## src/rtl/inst_fetch_pkg.sv

```systemverilog
// Shared constants and state encoding for the instruction fetch unit.
package inst_fetch_pkg;

   localparam logic [31:0] NOP_INST     = 32'h0000_0000;
   localparam logic [31:0] RESET_PC_DEF = 32'h0000_0000;
   localparam logic [31:0] PC_INC       = 32'd4;

   typedef enum logic {
      ST_RUN   = 1'b0,
      ST_FLUSH = 1'b1
   } fetch_state_e;

   function automatic logic [31:0] word_align(input logic [31:0] addr);
      return addr & ~32'd3;
   endfunction

endpackage

```

## src/rtl/inst_fetch_fifo.sv

```systemverilog
// Synchronous FIFO with synchronous clear; used for the {inst,pc} buffer and the in-flight PC queue.
module inst_fetch_fifo #(
   parameter int WIDTH = 32,
   parameter int DEPTH = 2,
   localparam int AW = $clog2(DEPTH),
   localparam int CW = AW + 1
) (
   input  logic             clk,
   input  logic             reset,
   input  logic             clr_i,
   input  logic             push_i,
   input  logic [WIDTH-1:0] wdata_i,
   input  logic             pop_i,
   output logic [WIDTH-1:0] rdata_o,
   output logic             empty_o,
   output logic [CW-1:0]    count_o
);

   logic [WIDTH-1:0] mem_q [DEPTH];
   logic [AW-1:0]    wr_ptr_q;
   logic [AW-1:0]    rd_ptr_q;
   logic [CW-1:0]    count_q;

   always_ff @(posedge clk or negedge reset) begin
      if (!reset) begin
         wr_ptr_q <= '0;
         rd_ptr_q <= '0;
         count_q  <= '0;
      end else if (clr_i) begin
         wr_ptr_q <= '0;
         rd_ptr_q <= '0;
         count_q  <= '0;
      end else begin
         if (push_i) wr_ptr_q <= wr_ptr_q + 1'b1;
         if (pop_i)  rd_ptr_q <= rd_ptr_q + 1'b1;
         case ({push_i, pop_i})
            2'b10:   count_q <= count_q + 1'b1;
            2'b01:   count_q <= count_q - 1'b1;
            default: count_q <= count_q;
         endcase
      end
   end

   // Storage needs no reset: the count gates every consumer of rdata_o.
   always_ff @(posedge clk) begin
      if (push_i && !clr_i) mem_q[wr_ptr_q] <= wdata_i;
   end

   assign rdata_o = mem_q[rd_ptr_q];
   assign empty_o = (count_q == '0);
   assign count_o = count_q;

endmodule

```

## src/rtl/inst_fetch.sv

```systemverilog
// Instruction fetch: owns the PC, issues word fetches, buffers responses and handles redirects.
//
//   state    | meaning
//   ---------+--------------------------------------------------------------
//   ST_RUN   | normal fetching, requests issued while buffer space remains
//   ST_FLUSH | stale responses from before a redirect still being dropped
module inst_fetch
   import inst_fetch_pkg::*;
#(
   parameter logic [31:0] RESET_PC  = RESET_PC_DEF,
   parameter int          BUF_DEPTH = 2
) (
   input  logic        clk,
   input  logic        reset,
   output logic        imem_req,
   output logic [31:0] imem_addr,
   input  logic        imem_ready,
   input  logic        imem_rvalid,
   input  logic [31:0] imem_rdata,
   output logic [31:0] out_inst,
   output logic [31:0] out_pc,
   output logic        out_valid,
   input  logic        in_stall,
   input  logic        br_taken,
   input  logic [31:0] br_target
);

   localparam int CW = $clog2(BUF_DEPTH) + 1;

   fetch_state_e  state_q, state_d;
   logic [31:0]   pc_q, pc_d;
   logic [CW-1:0] drop_cnt_q, drop_cnt_d;

   logic [CW-1:0] outstanding;
   logic [CW-1:0] buf_count;
   logic [CW:0]   reserved;
   logic          buf_empty;
   logic          pcq_empty;
   logic [63:0]   buf_rdata;
   logic [31:0]   req_pc;
   logic          fire;
   logic          rsp_keep;
   logic          buf_pop;
   logic          pcq_pop;

   // Each request reserves a buffer slot at issue time, so the buffer never overflows.
   assign reserved  = {1'b0, outstanding} + {1'b0, buf_count};
   assign imem_req  = reset && (state_q == ST_RUN) && !br_taken
                      && (reserved < (CW+1)'(BUF_DEPTH));
   assign imem_addr = pc_q;
   assign fire      = imem_req && imem_ready;

   assign pcq_pop   = imem_rvalid && !pcq_empty;
   assign rsp_keep  = imem_rvalid && (drop_cnt_q == '0) && !br_taken;
   assign out_valid = !buf_empty;
   assign buf_pop   = out_valid && !in_stall && !br_taken;

   assign out_inst  = out_valid ? buf_rdata[63:32] : NOP_INST;
   assign out_pc    = out_valid ? buf_rdata[31:0]  : 32'h0;

   inst_fetch_fifo #(.WIDTH(32), .DEPTH(BUF_DEPTH)) u_pc_queue (
      .clk     (clk),
      .reset   (reset),
      .clr_i   (1'b0),
      .push_i  (fire),
      .wdata_i (pc_q),
      .pop_i   (pcq_pop),
      .rdata_o (req_pc),
      .empty_o (pcq_empty),
      .count_o (outstanding)
   );

   inst_fetch_fifo #(.WIDTH(64), .DEPTH(BUF_DEPTH)) u_inst_buf (
      .clk     (clk),
      .reset   (reset),
      .clr_i   (br_taken),
      .push_i  (rsp_keep),
      .wdata_i ({imem_rdata, req_pc}),
      .pop_i   (buf_pop),
      .rdata_o (buf_rdata),
      .empty_o (buf_empty),
      .count_o (buf_count)
   );

   always_comb begin
      pc_d       = pc_q;
      drop_cnt_d = drop_cnt_q;
      state_d    = state_q;
      if (br_taken) begin
         pc_d       = word_align(br_target);
         // A response landing in the redirect cycle is already stale; drop it now.
         drop_cnt_d = outstanding - CW'(imem_rvalid);
      end else begin
         if (fire) pc_d = pc_q + PC_INC;
         if (imem_rvalid && (drop_cnt_q != '0)) drop_cnt_d = drop_cnt_q - 1'b1;
      end
      state_d = (drop_cnt_d != '0) ? ST_FLUSH : ST_RUN;
   end

   always_ff @(posedge clk or negedge reset) begin
      if (!reset) begin
         state_q    <= ST_RUN;
         pc_q       <= RESET_PC;
         drop_cnt_q <= '0;
      end else begin
         state_q    <= state_d;
         pc_q       <= pc_d;
         drop_cnt_q <= drop_cnt_d;
      end
   end

endmodule
```

## config.mk

```make
export PLATFORM = sky130hd
export DESIGN_NAME = inst_fetch
export DESIGN_NICKNAME = d
export VERILOG_FILES = /design/src/rtl/inst_fetch_pkg.sv /design/src/rtl/inst_fetch_fifo.sv /design/src/rtl/inst_fetch.sv
export SDC_FILE = /design/constraint.sdc
export NUM_CORES = 1
export LEC_CHECK = 0
export CAP_MARGIN = 20
export CORE_ASPECT_RATIO = 1.5
export CORE_UTILIZATION = 35
export CTS_CLUSTER_SIZE = 24
export DETAILED_ROUTE_END_ITERATION = 10
export SLEW_MARGIN = 20
export SYNTH_ARGS = -nofsm -noshare
export SYNTH_HDL_FRONTEND = slang
export SYNTH_SLANG_ARGS = --single-unit
```

## constraint.sdc

```tcl
create_clock -name clk -period 7.8 [get_ports clk]
set_input_delay 1.56 -clock clk [delete_from_list [all_inputs] [get_ports clk]]
set_output_delay 1.56 -clock clk [all_outputs]
set_load 0.005 [all_outputs]
```

==> metrics <==
hold depth 1; pin slew with the least headroom to its limit just over 1 ns; clk slew on worst S/H paths 0.07 ns; DRT iter0 DRCs about 270; Hold Path Sink u_pc_queue.wr_ptr_q$_DFFE_PN0P_; crit path max fanout 52; Final Cell Area about 0.012 mm^2; R2R cell count 8; largest net degree at the start of global routing 58; worst relative slew slack 0.3081; RR Startpoint u_inst_buf.count_o[0]$_DFFE_PN0P_; CTS tree built; DIE HEIGHT between 200 and 250 um; port bufs approximately 160; Fmax achieved between 200 and 250 MHz; worst setup margin 2.858 ns; Routed WL 20.15 mm; final hold vios 0; sequential fraction of the synthesis area 0.7052; post-route ant nets 0; cell internal pwr ~0.0023 W; Psw approximately 0.00077 W; TritonCTS buffer count 23; total number of vias about 5600; number of flops mapped to enable cells by yosys roughly 180; worst-skew pair later-pin latency 0.51 ns; Post-Place Setup Slack 2.858 ns; RSZ-0062 raised after global routing false; most common cell after layout, fill and taps aside edfxtp_1; Max VDD drop 0.0001342 V; Synth-to-Final Area Change 29.10%; Core Region ~0.026 mm^2; remaining global-route overflow 0; Initial Util 0.3581; R2R setup slack between 4 and 5 ns; fin. max-slew vios 0; FF+latch count, synth 225; distinct cell type count after synthesis 52; min Tclk post-route roughly 4.9 ns; Leakage between 4 and 5 nW; Detail Placement HPWL ~13 mm; # hold bufs at CTS 0; Hold WS roughly 0.52 ns; pwr/cell area ~260 mW/mm^2; WL/cell about 18 um; Most used DFF post-synth edfxtp_1; setup TNS 0 ns; Setup crit start kind input port; Ant. Diodes 0; max-cap violation count 0; vias in the first global route around 5500; num ports around 170; initial antenna violation count 0; Clock Skew 0.01889 ns; layout cells sized above 1 0.1153; Ys Warns 0; status finished, final reports clean; Syn Inst Count 632; Setup Viol. Count Final 0; Synth area leader edfxtp_1; Critical Path AT around 3.4 ns; CP endpoint kind primary output; Worst Hold Class register to register; Initial DRT Pass Iterations 4; post-CTS setup buffers 0; Switching Fraction 0.2502; Rows 72; most frequent cells in the layout edfxtp_1, clkdlybuf4s50_1, nor2_1; gr usage total 0.1501; sequential share of power 0.489; H-tree Lvls 1; HP Start u_pc_queue.wr_ptr_q$_DFFE_PN0P_; Die ar. 0.02721 mm^2; placed cell area 0.01128 mm^2; period utilization 0.6335; drc violations 0; global-route wire length before repair roughly 31 mm; via density per instance between 4 and 5; Resized cells post-CTS 0; logic gate share of total power 0.175; nets 873; maximum clock path buffer count 3; root buffer cell clkbuf_16; Post-synth ARST share 0.1822; ranking of synthesized cells by area edfxtp_1, dfrtp_1, mux2i_1, mux2_2, nor2_1; clock group share of total power 0.336; Synth Cell Area 0.009290 mm^2; clk sinks around 230; die width around 140 um; Mean Syn Cell Area between 10 and 15 um^2; Worst EP required about 6.2 ns; RD Place Congestion slightly below 0.8; FF-to-FF End u_pc_queue.mem_q[0][5]$_DFFE_PP_; Worst Setup Path Type input port to primary output; top-area cell type share of the netlist area 0.5947
kinds of logic after synthesis:
logic type	synth area share
fa+ha+maj	0.007542
xor+xnor	0.01508
other cells	0.0004037
flops	0.7052
compound gates	0.04485
simple gates	0.09926
mux	0.1075
buf+inv	0.02020
worst max-delay path, stage by stage:
cell and delay [ns]:
clkdlybuf4s50_1 0.39, buf_4 0.30, nor4b_4 0.40, nor2b_1 0.20, clkdlybuf4s50_1 0.52
sequential cells by signal, indices dropped and copies added (netlist names):
name	flops
drop_cnt_q	2
imem_addr	30
state_q	1
u_inst_buf.count_o	2
u_inst_buf.mem_q	124
u_inst_buf.rd_ptr_q	1
u_inst_buf.wr_ptr_q	1
u_pc_queue.count_o	2
u_pc_queue.mem_q	60
u_pc_queue.rd_ptr_q	1
u_pc_queue.wr_ptr_q	1
power by group through the flow:
stage	registers (W)	clock network [W]	logic, W
4_1_cts	0.00151	0.00107	0.000555
3_3_place_gp	0.00153	0	0.000545
3_5_place_dp	0.00154	0	0.000552
5_1_grt	0.00152	0.00111	0.000599
6_report	0.00151	0.00104	0.000541
2_1_floorplan	0.00151	0	0.000316
routing by layer:
layer / track usage / vias to the layer above / wire (um)
met4: 0.04133 / 0 / 342
met2: 0.2771 / 161 / 10780
met5: 0 / - / 0
met1: 0.1780 / 2757 / 8085
li1: - / 2692 / -
met3: 0.02293 / 28 / 941
through the flow:
stage / power, W / util / std cells
floorplan: 0.001827 / - / 635
global placement: 0.002076 / 0.4348 / 1106
detailed placement: 0.002087 / 0.4348 / 1106
CTS: 0.003133 / 0.4623 / 1148
global route: 0.003234 / 0.4623 / 1148
finish: 0.003086 / 0.4623 / 1148
worst max-delay path by stage:
| stage | end | slack (ns) | start | cells past startpoint |
|---|---|---|---|---|
| 6_report | imem_req | 2.86 | br_taken | 5 |
| 5_1_grt | imem_req | 2.73 | br_taken | 5 |
| 4_1_cts | imem_req | 2.84 | br_taken | 5 |
| 3_5_place_dp | imem_req | 2.86 | br_taken | 5 |
| 3_3_place_gp | imem_req | 2.86 | br_taken | 5 |
| 2_1_floorplan | u_inst_buf.mem_q[1][10]$_DFFE_PP_ | 0.54 | br_taken | 4 |
cells in the mapped netlist (2+ instances only):
library cell and count:
edfxtp_1 184, nor2_1 79, mux2i_1 66, dfrtp_1 41, nand2_1 33, mux2_2 30
o21ai_0 18, nand3_1 15, clkbuf_1 14, buf_1 10, nand4_1 10, o211ai_1 9
xnor2_1 8, xor2_1 8, a21oi_1 7, nor3_1 7, a31oi_1 6, and3_1 6
buf_2 6, inv_1 6, o311ai_1 6, a21o_1 5, a221o_1 5, buf_4 5
or3_1 5, and2_1 4, ha_1 4, nand2b_1 4, and4_1 3, nor2b_1 3
nor3b_1 2, o21a_1 2, or2_2 2
cell type report:
| type | count | area (um^2) |
|---|---|---|
| repair buffers | 173 | 1697 |
| flip-flops and latches | 225 | 6555 |
| multi-input cells | 367 | 2582 |
| clock inverters | 11 | 87.58 |
| fillers | 2346 | 13950 |
| inverters | 8 | 30.03 |
| well taps | 333 | 416.7 |
| clock buffers | 31 | 625.6 |
(Power assumes the default switching activity.)
